### config.mk
export PLATFORM = sky130hd
export DESIGN_NAME = fetch_unit
export DESIGN_NICKNAME = d
export VERILOG_FILES = /design/src/rtl/fetch_unit.sv
export SDC_FILE = /design/constraint.sdc
export NUM_CORES = 1
export LEC_CHECK = 0
export CAP_MARGIN = 10
export CORE_MARGIN = 8
export CORE_UTILIZATION = 45
export DETAILED_ROUTE_END_ITERATION = 8
export PLACE_DENSITY = 0.81
export SYNTH_ARGS = -nofsm -noshare
export SYNTH_HDL_FRONTEND = slang
export SYNTH_SLANG_ARGS = --single-unit
### constraint.sdc
create_clock -name clk_i -period 2.8 [get_ports clk_i]
set_input_delay 0.7 -clock clk_i [delete_from_list [all_inputs] [get_ports clk_i]]
set_output_delay 0.7 -clock clk_i [all_outputs]
set_load 0.02 [all_outputs]
### src/rtl/fetch_unit.sv
// Instruction fetch stage: drives the PC register and instruction memory, and fills IF/ID.
// A stalled response is parked in a one-word buffer. A flush drains an outstanding request without disturbing its address.
module fetch_unit (
    input  logic        clk_i,
    input  logic        rst_i,
    input  logic        start_i,
    input  logic [31:0] pc_i,
    output logic [31:0] pc_next_o,
    output logic        pc_write_o,
    input  logic        stall_i,
    input  logic        flush_i,
    input  logic [31:0] branch_target_i,
    output logic        imem_req_o,
    output logic [31:0] imem_addr_o,
    input  logic        imem_ack_i,
    input  logic [31:0] imem_data_i,
    output logic        ifid_valid_o,
    output logic [31:0] ifid_pc_o,
    output logic [31:0] ifid_instr_o,
    output logic [15:0] fetch_count_o
);

    localparam int unsigned XLEN  = 32;
    localparam int unsigned CNT_W = 16;
    localparam logic [XLEN-1:0] NOP_INSTR = 32'h0000_0013;
    localparam logic [XLEN-1:0] PC_STEP   = 32'd4;

    typedef enum logic [1:0] {
        S_IDLE  = 2'd0,
        S_FETCH = 2'd1,
        S_HOLD  = 2'd2,
        S_DRAIN = 2'd3
    } state_t;

    state_t            state_q;
    state_t            state_d;
    logic [XLEN-1:0]   addr_q;
    logic [XLEN-1:0]   buf_q;
    logic              ack;
    logic              deliver;
    logic              capture;
    logic              bubble;

    // State register
    always_ff @(posedge clk_i or negedge rst_i) begin
        if (!rst_i) begin
            state_q <= S_IDLE;
        end else begin
            state_q <= state_d;
        end
    end

    // Next-state logic; flush takes priority over stall and start
    always_comb begin
        state_d = state_q;
        case (state_q)
            S_IDLE: begin
                if (start_i && !flush_i) state_d = S_FETCH;
            end
            S_FETCH: begin
                if (flush_i) begin
                    state_d = imem_ack_i ? S_FETCH : S_DRAIN;
                end else if (imem_ack_i && stall_i) begin
                    state_d = S_HOLD;
                end
            end
            S_HOLD: begin
                if (flush_i || !stall_i) state_d = S_FETCH;
            end
            S_DRAIN: begin
                if (!flush_i && imem_ack_i) state_d = S_FETCH;
            end
            default: state_d = S_IDLE;
        endcase
    end

    // Outputs and datapath controls
    always_comb begin
        imem_req_o  = 1'b0;
        imem_addr_o = addr_q;
        pc_next_o   = flush_i ? branch_target_i : pc_i + PC_STEP;
        pc_write_o  = 1'b0;
        ack         = 1'b0;
        deliver     = 1'b0;
        capture     = 1'b0;
        bubble      = 1'b0;
        case (state_q)
            S_FETCH: begin
                imem_req_o  = 1'b1;
                imem_addr_o = pc_i;
            end
            S_DRAIN: begin
                imem_req_o  = 1'b1;
            end
            default: begin
                imem_req_o  = 1'b0;
            end
        endcase
        ack     = imem_req_o & imem_ack_i;
        deliver = !flush_i && !stall_i &&
                  (((state_q == S_FETCH) && ack) || (state_q == S_HOLD));
        capture = !flush_i && stall_i && (state_q == S_FETCH) && ack;
        bubble  = !deliver && (flush_i || !stall_i);
        // Reset level gates the flush term so the PC register is never written in reset
        pc_write_o = rst_i & (flush_i | deliver);
    end

    // Address latch, stall buffer, IF/ID register and delivery counter
    always_ff @(posedge clk_i or negedge rst_i) begin
        if (!rst_i) begin
            addr_q        <= '0;
            buf_q         <= '0;
            ifid_valid_o  <= 1'b0;
            ifid_pc_o     <= '0;
            ifid_instr_o  <= NOP_INSTR;
            fetch_count_o <= '0;
        end else begin
            if (state_q == S_FETCH) addr_q <= pc_i;
            if (capture) buf_q <= imem_data_i;
            if (deliver) begin
                ifid_valid_o  <= 1'b1;
                ifid_pc_o     <= pc_i;
                ifid_instr_o  <= (state_q == S_HOLD) ? buf_q : imem_data_i;
                fetch_count_o <= fetch_count_o + CNT_W'(1);
            end else if (bubble) begin
                ifid_valid_o  <= 1'b0;
                ifid_instr_o  <= NOP_INSTR;
            end
        end
    end

endmodule

[After elaboration in Yosys (flattened, before gate mapping)]
Index checks and enable logic that the tools add are counted.
Word-level totals
  register bits: 147
  input port bits: 102
  output and inout port bits: 147
  word-level logic and storage cells: 53
Operators by class
  add/sub/neg operators: 2
  equal/unequal tests: 7
  muxes and demuxes: 15
  bitwise logic cells: 3
  reductions and logical operators: 19
Operator list (number)
  32-bit two-way mux: 5
  32-bit by 3-bit adder with 32-bit output, second input constant: 1
  16-bit by 1-bit adder with 16-bit output, second input constant: 1
  2-bit two-way mux: 6
  1-bit logical AND: 10
  2-bit one-hot mux with 4 select lines: 1
  2-bit inequality test, second input constant: 3
  2-bit equality test, second input constant: 2
  4-bit AND reduction: 1
  1-bit logical NOT: 3
  1-bit two-way mux: 3
  3-bit inequality test, second input constant: 1
  1-bit AND: 2
  2-bit by 1-bit equality test with 1-bit output, second input constant: 1
  2-bit logical NOT: 1
  1-bit logical OR: 2
  2-bit nonzero test: 1
  2-bit OR reduction: 1
  1-bit bitwise OR: 1

[Logic depth before layout (Yosys ltp)]
Gate-level depths: netlist (run 1).
  depth in word-level cells: 11
  depth in mapped cells: 7
  gate-level depth less buffers: 5

[Least setup slack after synthesis (run 1)]
No wires, ideal clock.
  path kind: in2out
  start: input port pc_i[2]
  end: output port pc_next_o[28]
  arrival time: 2.277 ns
  setup slack: -0.177 ns
  stages on the path: 6
  path buffers: 1
  cell sequence: ha_1 > and3_1 > clkbuf_1 > nand3_1 > or4_1 > a31oi_1
On the way
  cells in the longest elaborated chain, start to end: 2
RTL lines
  start, declared: line 7  | input logic [31:0] pc_i,
  32-bit by 3-bit adder with 32-bit output: line 81  | pc_next_o = flush_i ? branch_target_i : pc_i + PC_STEP;
  32-bit two-way mux: line 81
  end, declared: line 8  | output logic [31:0] pc_next_o,
Every way passes these cells.

[Worst setup path in the final report (run 1)]
  start: input port pc_i[19]
  end: output port pc_next_o[24]
Same word-level chain as after synthesis.

==> summary.md, run 1 <==
| Metric | Value |
|---|---|
| Status | complete, but fails checks |
| Failing checks | setup timing |
| Fraction of power consumed by the clock network | 29.1% |
| Worst-skew pair later-pin latency | 420 ps |
| Power density of the placed cells | 801.4 nW/um2 |
| Internal power summed over all cells | 5.890 mW |
| Buffers on Ports | 248 |
| Synthesized-area fraction occupied by adder cells | 0.5131% |
| Via count of the first global-routing pass | 6741 |
| CTS clock-pin slew for the worst setup and hold paths | 60 ps |
| Die width | 139.2 um |
| Number of vias in the routed layout | 6288 |
| Xor and xnor area share after synthesis | 3.592% |
| Simple-gate area share of the yosys netlist | 16.66% |
| Ratio of cells with drive above 1 in the final layout | 29.18% |
| Detail-routed via count per cell | 5.384 |
| Total of flip-flops plus latches after synthesis | 147 |
| Routed wire length | 23380 um |
| Worst flop-to-flop path endpoint | fetch_count_o[13] |
| Total power draw | 8.818 mW |
| Share of the clock period used by the worst path | 106.2% |
| Worst relative slew slack | 43.86% |
| Arrival time of the worst setup path | 2270 ps |
| GRT Residual Overflow | 0 |
| Worst Slack Setup Final | -172.4 ps |
| Number of distinct library cell variants in the gate-level netlist after synthesis | 43 |
| Worst Reg-to-Reg Cells | 5 |
| Maximum level of the CTS H-tree | 4 |
| Area of the die | 19370 um2 |
| Critical path startpoint category | input pin |
| CTS buffer count | 17 |
| Core area | 15030 um2 |
| Root buffer selected by CTS | sky130_fd_sc_hd__clkbuf_16 |
| CP max FO | 6 |
| Cell area after technology mapping | 6828 um2 |
| Global-route wire length before repair | 36720 um |
| Max stage delay cell, worst path | sky130_fd_sc_hd__or4_1 |
| Clock tree from TritonCTS | done |
| CP cell instances | buf_6, and4_4, nand4_4, buf_12, or4_1, a31oi_1, buf_4 |
| DP Worst Slack | -1050 ps |
| Combinational share of power | 35.0% |
| Max Root-Sink Buffers | 2 |
| Timing-limited maximum frequency | 336.4 MHz |
| Top Ports | 249 |
| Part of the total power dissipated in sequential elements | 35.9% |
| Worst reg-to-reg setup slack | 630 ps |
| Setup repair after global routing missed its margin | true |
| CTS Sinks | 147 |
| Post-synth EDFFs | 0 |
| Tightest Pin Transition | 842.1 ps |
| Initial core utilization | 45.42% |
| Sequential share of the synthesized area | 53.93% |
| Crit path largest cell delay | 540 ps |
| Util after Layout | 73.19% |
| Worst vdd ir | 0.0004707 V |
| Violation count after the first detailed-route iteration | 288 |
| Global placement routability congestion | 1.009 |
| Half-perimeter wire length of the detailed placement result | 16050 um |
| Yosys warns | 0 |
| # rows | 45 |
| Multiplexer fraction of the synthesized cell area | 15.30% |
| DRT antenna net count | 0 |
| Required time reported for the critical path endpoint | 2100 ps |
| Clock Skew | 9.566 ps |
| Post-Synthesis Net Count | 755 |
| GR Util All Layers | 23.99% |
| Slew Limit Fails | 0 |
| Predominant post-synthesis flop cell | sky130_fd_sc_hd__dfrtp_1 |
| Average wire per standard cell | 20.02 um |
| Dominant combinational cell family by area after synthesis | simple AND/OR/NAND/NOR gates |
| Final period demand of the worst path | 2972 ps |
| Number of detailed-route iterations in the first pass | 7 |
| Startpoint of the worst setup timing path | pc_i[19] |
| Kind of critical path | in -> out |
| Antenna violations before repair | 0 |
| MaxCap Viol Count | 0 |
| Layout overhead on the synthesized area | 61.15% |
| Number of hold-slack violations in the final timing report | 0 |
| Switching component of the power | 2.928 mW |
| Synthesized area per cell | 10.49 um2 |
| Synth async-reset ratio | 100.0% |
| Complex-gate fraction of the synthesized area | 7.110% |
| Leakage Power | 4.858 nW |
| Die Y-Extent | 139.2 um |
| Number of endpoints failing setup at the final stage | 11 |
| Worst setup EP type | primary output |
| Number of standard cells after synthesis | 651 |
| DRC Markers | 0 |
| Number of antenna cells inserted | 0 |
| Fraction of power spent switching nets | 33.21% |
| Startpoint of the most critical register-to-register path | state_q[1] |
| Type of the worst min-delay path | in -> async |
| Pin count of the biggest net entering global routing | 148 |
| Nets | 1071 |
-- worst max-delay path: cells and delay by family --
kind / cells / cell delay [ps]
compound gates: 1 / 180
buf+inv: 3 / 440
simple gates: 3 / 950
-- final cells by class --
type	instances	area, um2
clock buffers	18	439.2
clock inverters	14	224.0
fillers	1069	4030
inverters	8	30.03
multi-input cells	457	3241
flip-flops and latches	147	3684
well taps	188	235.2
repair buffers	336	3151
-- power groups by stage --
stage / logic (mW) / clock network, mW / registers (mW)
finish: 3.09 / 2.56 / 3.16
global route: 3.29 / 2.69 / 3.26
CTS: 3.10 / 2.59 / 3.17
detailed placement: 3.21 / 0 / 3.19
global placement: 3.18 / 0 / 3.15
floorplan: 1.23 / 0 / 3.47
-- synth_stat cells (2+ instances only) --
master                       n  share of area [%]
sky130_fd_sc_hd__a211o_1     2               0.26
sky130_fd_sc_hd__a31oi_1    14                1.3
sky130_fd_sc_hd__and3_1      4               0.37
sky130_fd_sc_hd__and4_1      8                1.0
sky130_fd_sc_hd__buf_1       3               0.16
sky130_fd_sc_hd__buf_2       8               0.59
sky130_fd_sc_hd__clkbuf_1   26                1.4
sky130_fd_sc_hd__dfrtp_1   144                 53
sky130_fd_sc_hd__dfstp_2     3                1.2
sky130_fd_sc_hd__ha_1        2               0.37
sky130_fd_sc_hd__inv_1       7               0.38
sky130_fd_sc_hd__mux2_2     67                 11
sky130_fd_sc_hd__mux2i_1    29                4.3
sky130_fd_sc_hd__nand2_1   160                8.8
sky130_fd_sc_hd__nand3_1    19                1.4
sky130_fd_sc_hd__nand4_1     8               0.73
sky130_fd_sc_hd__nor2_1     18               0.99
sky130_fd_sc_hd__nor2b_1     3               0.27
sky130_fd_sc_hd__nor3_1      5               0.37
sky130_fd_sc_hd__nor4_1      4               0.37
sky130_fd_sc_hd__o211ai_1    2               0.22
sky130_fd_sc_hd__o21ai_0    48                3.5
sky130_fd_sc_hd__o31ai_1    10                1.1
sky130_fd_sc_hd__or4_1      12                1.3
sky130_fd_sc_hd__xnor2_1     9                1.2
sky130_fd_sc_hd__xor2_1     19                2.4
-- sequential cells by signal (all words and copies together), names as in the netlist --
register / count
addr_q: 32
fetch_count_o: 16
ifid_valid_o: 1
state_q: 2
buf_q: 32
ifid_pc_o: 32
ifid_instr_o: 32
-- metal layers --
layer	up-vias	GRT usage (%)	wire, um
met5	-	0	0
met4	0	10.05	646
met3	46	9.570	2360
met2	273	38.69	11050
met1	3073	27.95	9329
li1	2896	-	-
-- how the worst max path moves through the flow --
stage / endpoint / slack, ps / cells past startpoint
6_report: pc_next_o[24] / -170 / 7
2_1_floorplan: pc_next_o[28] / -3 / 6
3_3_place_gp: pc_next_o[28] / -1050 / 7
4_1_cts: pc_next_o[24] / -160 / 7
5_1_grt: pc_next_o[24] / -200 / 7
3_5_place_dp: pc_next_o[28] / -1050 / 7
-- through the flow --
stage | hold WS [ps] | cell area [um2] | cells | TNS [ps]
after floorplan | 404.4 | 6865 | 651 | -2.587
after global placement | 457.8 | 10140 | 1129 | -24160
after detailed placement | 456.7 | 10140 | 1129 | -24750
after CTS | 454.7 | 10910 | 1165 | -768.7
after global routing | 492.8 | 11000 | 1168 | -1193
final | 349.4 | 11000 | 1168 | -879.0
-- cell usage in the layout (no fill, tap or decap), drive strengths merged, types with 2 or more instances in the layout --
cell,n
nand2,160
clkdlybuf4s50,157
dfrtp,144
buf,128
mux2,67
o21ai,48
dlygate4sd2,37
mux2i,29
clkbuf,24
nand3,20
xor2,19
nor2,18
a31oi,14
or4,12
inv,11
o31ai,10
xnor2,9
nand4,9
and4,9
clkdlybuf4s15,6
nor3,5
bufinv,5
clkinv,5
and3,4
nor4,4
dfstp,3
nor2b,3
o211ai,2
dlymetal6s2s,2
a211o,2
a211oi,2
ha,2
-- cells by family after synthesis --
family          Yosys count
compound gates           82
xor+xnor                 28
fa+ha+maj                 3
buf+inv                  47
flops                   147
mux                      96
simple gates            248
-- repair_timing --
action,CTS,global route
hold buffers,0,0
pin swaps,28,21
cloned,2,0
resized for setup,287,46
buffers inserted,3,4
endpoints found under the setup margin,62,26
Note: power is estimated with default switching activity, not from simulation.
==> run 2, diff against run 1 <==
- CORE_ASPECT_RATIO: not set -> 0.8
==> summary.md, run 2 (synthesized netlist as in run 1, its figures left out) <==
| Metric | Value |
|---|---|
| Status | complete, but fails checks |
| Failing checks | setup timing |
| Root buffer selected by CTS | sky130_fd_sc_hd__clkbuf_16 |
| CTS clock-pin slew for the worst setup and hold paths | 60 ps (about the same) |
| Combinational share of power | 36.1% (+1.1 points) |
| Core area | 14910 um2 (-0.79%) |
| Critical path startpoint category | input pin |
| Number of antenna cells inserted | 0 (unchanged) |
| CP max FO | 6 (unchanged) |
| Setup repair after global routing missed its margin | true |
| Number of vias in the routed layout | 6202 (-1.4%) |
| CP cell instances | buf_6, and4_4, nand4_4, buf_12, or4_4, a31oi_1, buf_4 |
| Required time reported for the critical path endpoint | 2100 ps (about the same) |
| Worst relative slew slack | 48.10% (+4.2 points) |
| Worst vdd ir | 0.0006518 V (+38%) |
| Worst Reg-to-Reg Cells | 6 (+1) |
| DRC Markers | 0 (unchanged) |
| Kind of critical path | in -> out |
| Via count of the first global-routing pass | 6486 (-3.8%) |
| # rows | 40 (-11%) |
| Half-perimeter wire length of the detailed placement result | 15830 um (-1.3%) |
| GR Util All Layers | 23.79% (-0.20 points) |
| Die Y-Extent | 126.2 um (-9.3%) |
| Cell count after placement | 1120 (-0.80%) |
| Internal power summed over all cells | 5.620 mW (-4.6%) |
| GRT Residual Overflow | 0 (unchanged) |
| Commonest cells after routing, fill and taps aside | sky130_fd_sc_hd__nand2_1 (158), sky130_fd_sc_hd__clkdlybuf4s50_1 (158), sky130_fd_sc_hd__dfrtp_1 (144) |
| Clock tree from TritonCTS | done |
| Number of hold-slack violations in the final timing report | 0 (unchanged) |
| Top Ports | 249 (unchanged) |
| Max Root-Sink Buffers | 2 (unchanged) |
| Cts hold-fix bufs | 0 (unchanged) |
| Total of fill cells in the finished design | 1036 (-3.1%) |
| Worst Slack Setup Final | -160.0 ps (+12.35 ps) |
| Max stage delay cell, worst path | sky130_fd_sc_hd__or4_4 |
| Clock Skew | 8.650 ps (-0.9163 ps) |
| Fraction of power spent switching nets | 34.06% (+0.86 points) |
| Timing-limited maximum frequency | 337.8 MHz (+0.42%) |
| Number of detailed-route iterations in the first pass | 5 (-2) |
| Ratio of cells with drive above 1 in the final layout | 28.73% (-0.45 points) |
| Number of endpoints failing setup at the final stage | 10 (-1) |
| Violation count after the first detailed-route iteration | 324 (+13%) |
| CTS buffer count | 17 (unchanged) |
| Part of the total power dissipated in sequential elements | 37.0% (+1.1 points) |
| Detail-routed via count per cell | 5.314 (-1.3%) |
| Final period demand of the worst path | 2960 ps (-12.35 ps) |
| Leakage Power | 4.821 nW (-0.76%) |
| Fin Setup TNS | -949.0 ps (-70.00 ps) |
| CTS Sinks | 147 (unchanged) |
| Maximum level of the CTS H-tree | 4 (unchanged) |
| Antenna violations before repair | 0 (unchanged) |
| Slew Limit Fails | 0 (unchanged) |
| Worst setup EP type | primary output |
| Global-route wire length before repair | 36560 um (-0.45%) |
| MaxCap Viol Count | 0 (unchanged) |
| Util after Layout | 73.39% (+0.20 points) |
| DRT antenna net count | 0 (unchanged) |
| Worst-skew pair later-pin latency | 420 ps (about the same) |
| Layout overhead on the synthesized area | 60.31% |
| Die width | 153.7 um (+10%) |
| DP Worst Slack | -1070 ps (-20.10 ps) |
| Routed wire length | 23580 um (+0.85%) |
| Tightest Pin Transition | 778.5 ps (-63.60 ps) |
| Final std cells w/o fill | 1167 (-0.086%) |
| Arrival time of the worst setup path | 2260 ps (about the same) |
| Area of the die | 19400 um2 (+0.12%) |
| Switching component of the power | 2.903 mW (-0.85%) |
| Type of the worst min-delay path | in -> async |
| Pin count of the biggest net entering global routing | 148 (unchanged) |
| Fraction of power consumed by the clock network | 26.9% (-2.2 points) |
| Total power draw | 8.523 mW (-3.3%) |
| Buffers on Ports | 248 (unchanged) |
| Power density of the placed cells | 778.7 nW/um2 (-2.8%) |
| Share of the clock period used by the worst path | 105.7% (-0.44 points) |
| Crit path largest cell delay | 500 ps (-40 ps) |
| Nets | 1069 (-0.19%) |
| Global placement routability congestion | 0.9048 (-10%) |
| Initial core utilization | 45.78% (+0.36 points) |
| Average wire per standard cell | 20.21 um (+0.94%) |
## run 2: changes by cell type in the layout (fill, tap and decap cells not counted), sizes merged
cell | before | now
inv | 11 | 14
clkinvlp | 1 | 2
clkinv | 5 | 3
buf | 128 | 125
clkdlybuf4s50 | 157 | 158
clkbuf | 24 | 26
dlygate4sd2 | 37 | 38
dlymetal6s2s | 2 | 0
bufinv | 5 | 2
## run 2: power by group through the flow
stage	clock [mW]	sequential, mW	combinational, mW
CTS	2.33	3.15	3.07
global route	2.44	3.24	3.28
detailed placement	0	3.18	3.20
finish	2.29	3.15	3.08
floorplan	0	3.47	1.23
global placement	0	3.14	3.16
## run 2: final cells by class
type	instances	area, um2	share of cell area, %
repair buffers	334	3172	28.98
clock buffers	19	442.9	4.047
multi-input cells	457	3236	29.56
flip-flops and latches	147	3682	33.64
clock inverters	13	146.4	1.337
inverters	8	30.03	0.2743
well taps	189	236.5	2.160
## run 2: critical path, delay by kind of cell
kind	cells	cell delay, ps
compound gates	1	200
buf+inv	3	430
simple gates	3	920
## run 2: metrics by stage
step | hold WS [ps] | area, um2
2_1_floorplan | 404.4 | 6865
3_3_place_gp | 456.0 | 10070
3_5_place_dp | 461.1 | 10070
4_1_cts | 478.3 | 10750
5_1_grt | 487.0 | 10950
6_report | 435.5 | 10950
## run 2: per-layer routing
metal  part of all wire (%)  global-route usage (%)
met5                      0                       0
met4                    2.1                   6.786
met3                    6.3                   6.357
met2                     49                   39.63
met1                     42                   29.96
## run 2: final timing paths
kind / from / endpoint / slack (ps)
worst min-delay path: rst_i / addr_q[16] / 440
max in group asynchronous: rst_i / addr_q[25] / 1810
worst max register to register: state_q[0] / fetch_count_o[10] / 680
worst min register to register: ifid_pc_o[23] / ifid_pc_o[23] / 480
worst max-delay path: pc_i[16] / pc_next_o[24] / -160
min in group clk_i: ifid_pc_o[23] / ifid_pc_o[23] / 480
## run 2: repair_timing
item / CTS / global route
pin swaps: 31 / 19
cloned: 1 / 0
setup buffers: 9 / 5
endpoints found under the setup margin: 61 / 23
hold endpoints to repair: 0 / 0
gates resized for setup: 279 / 50
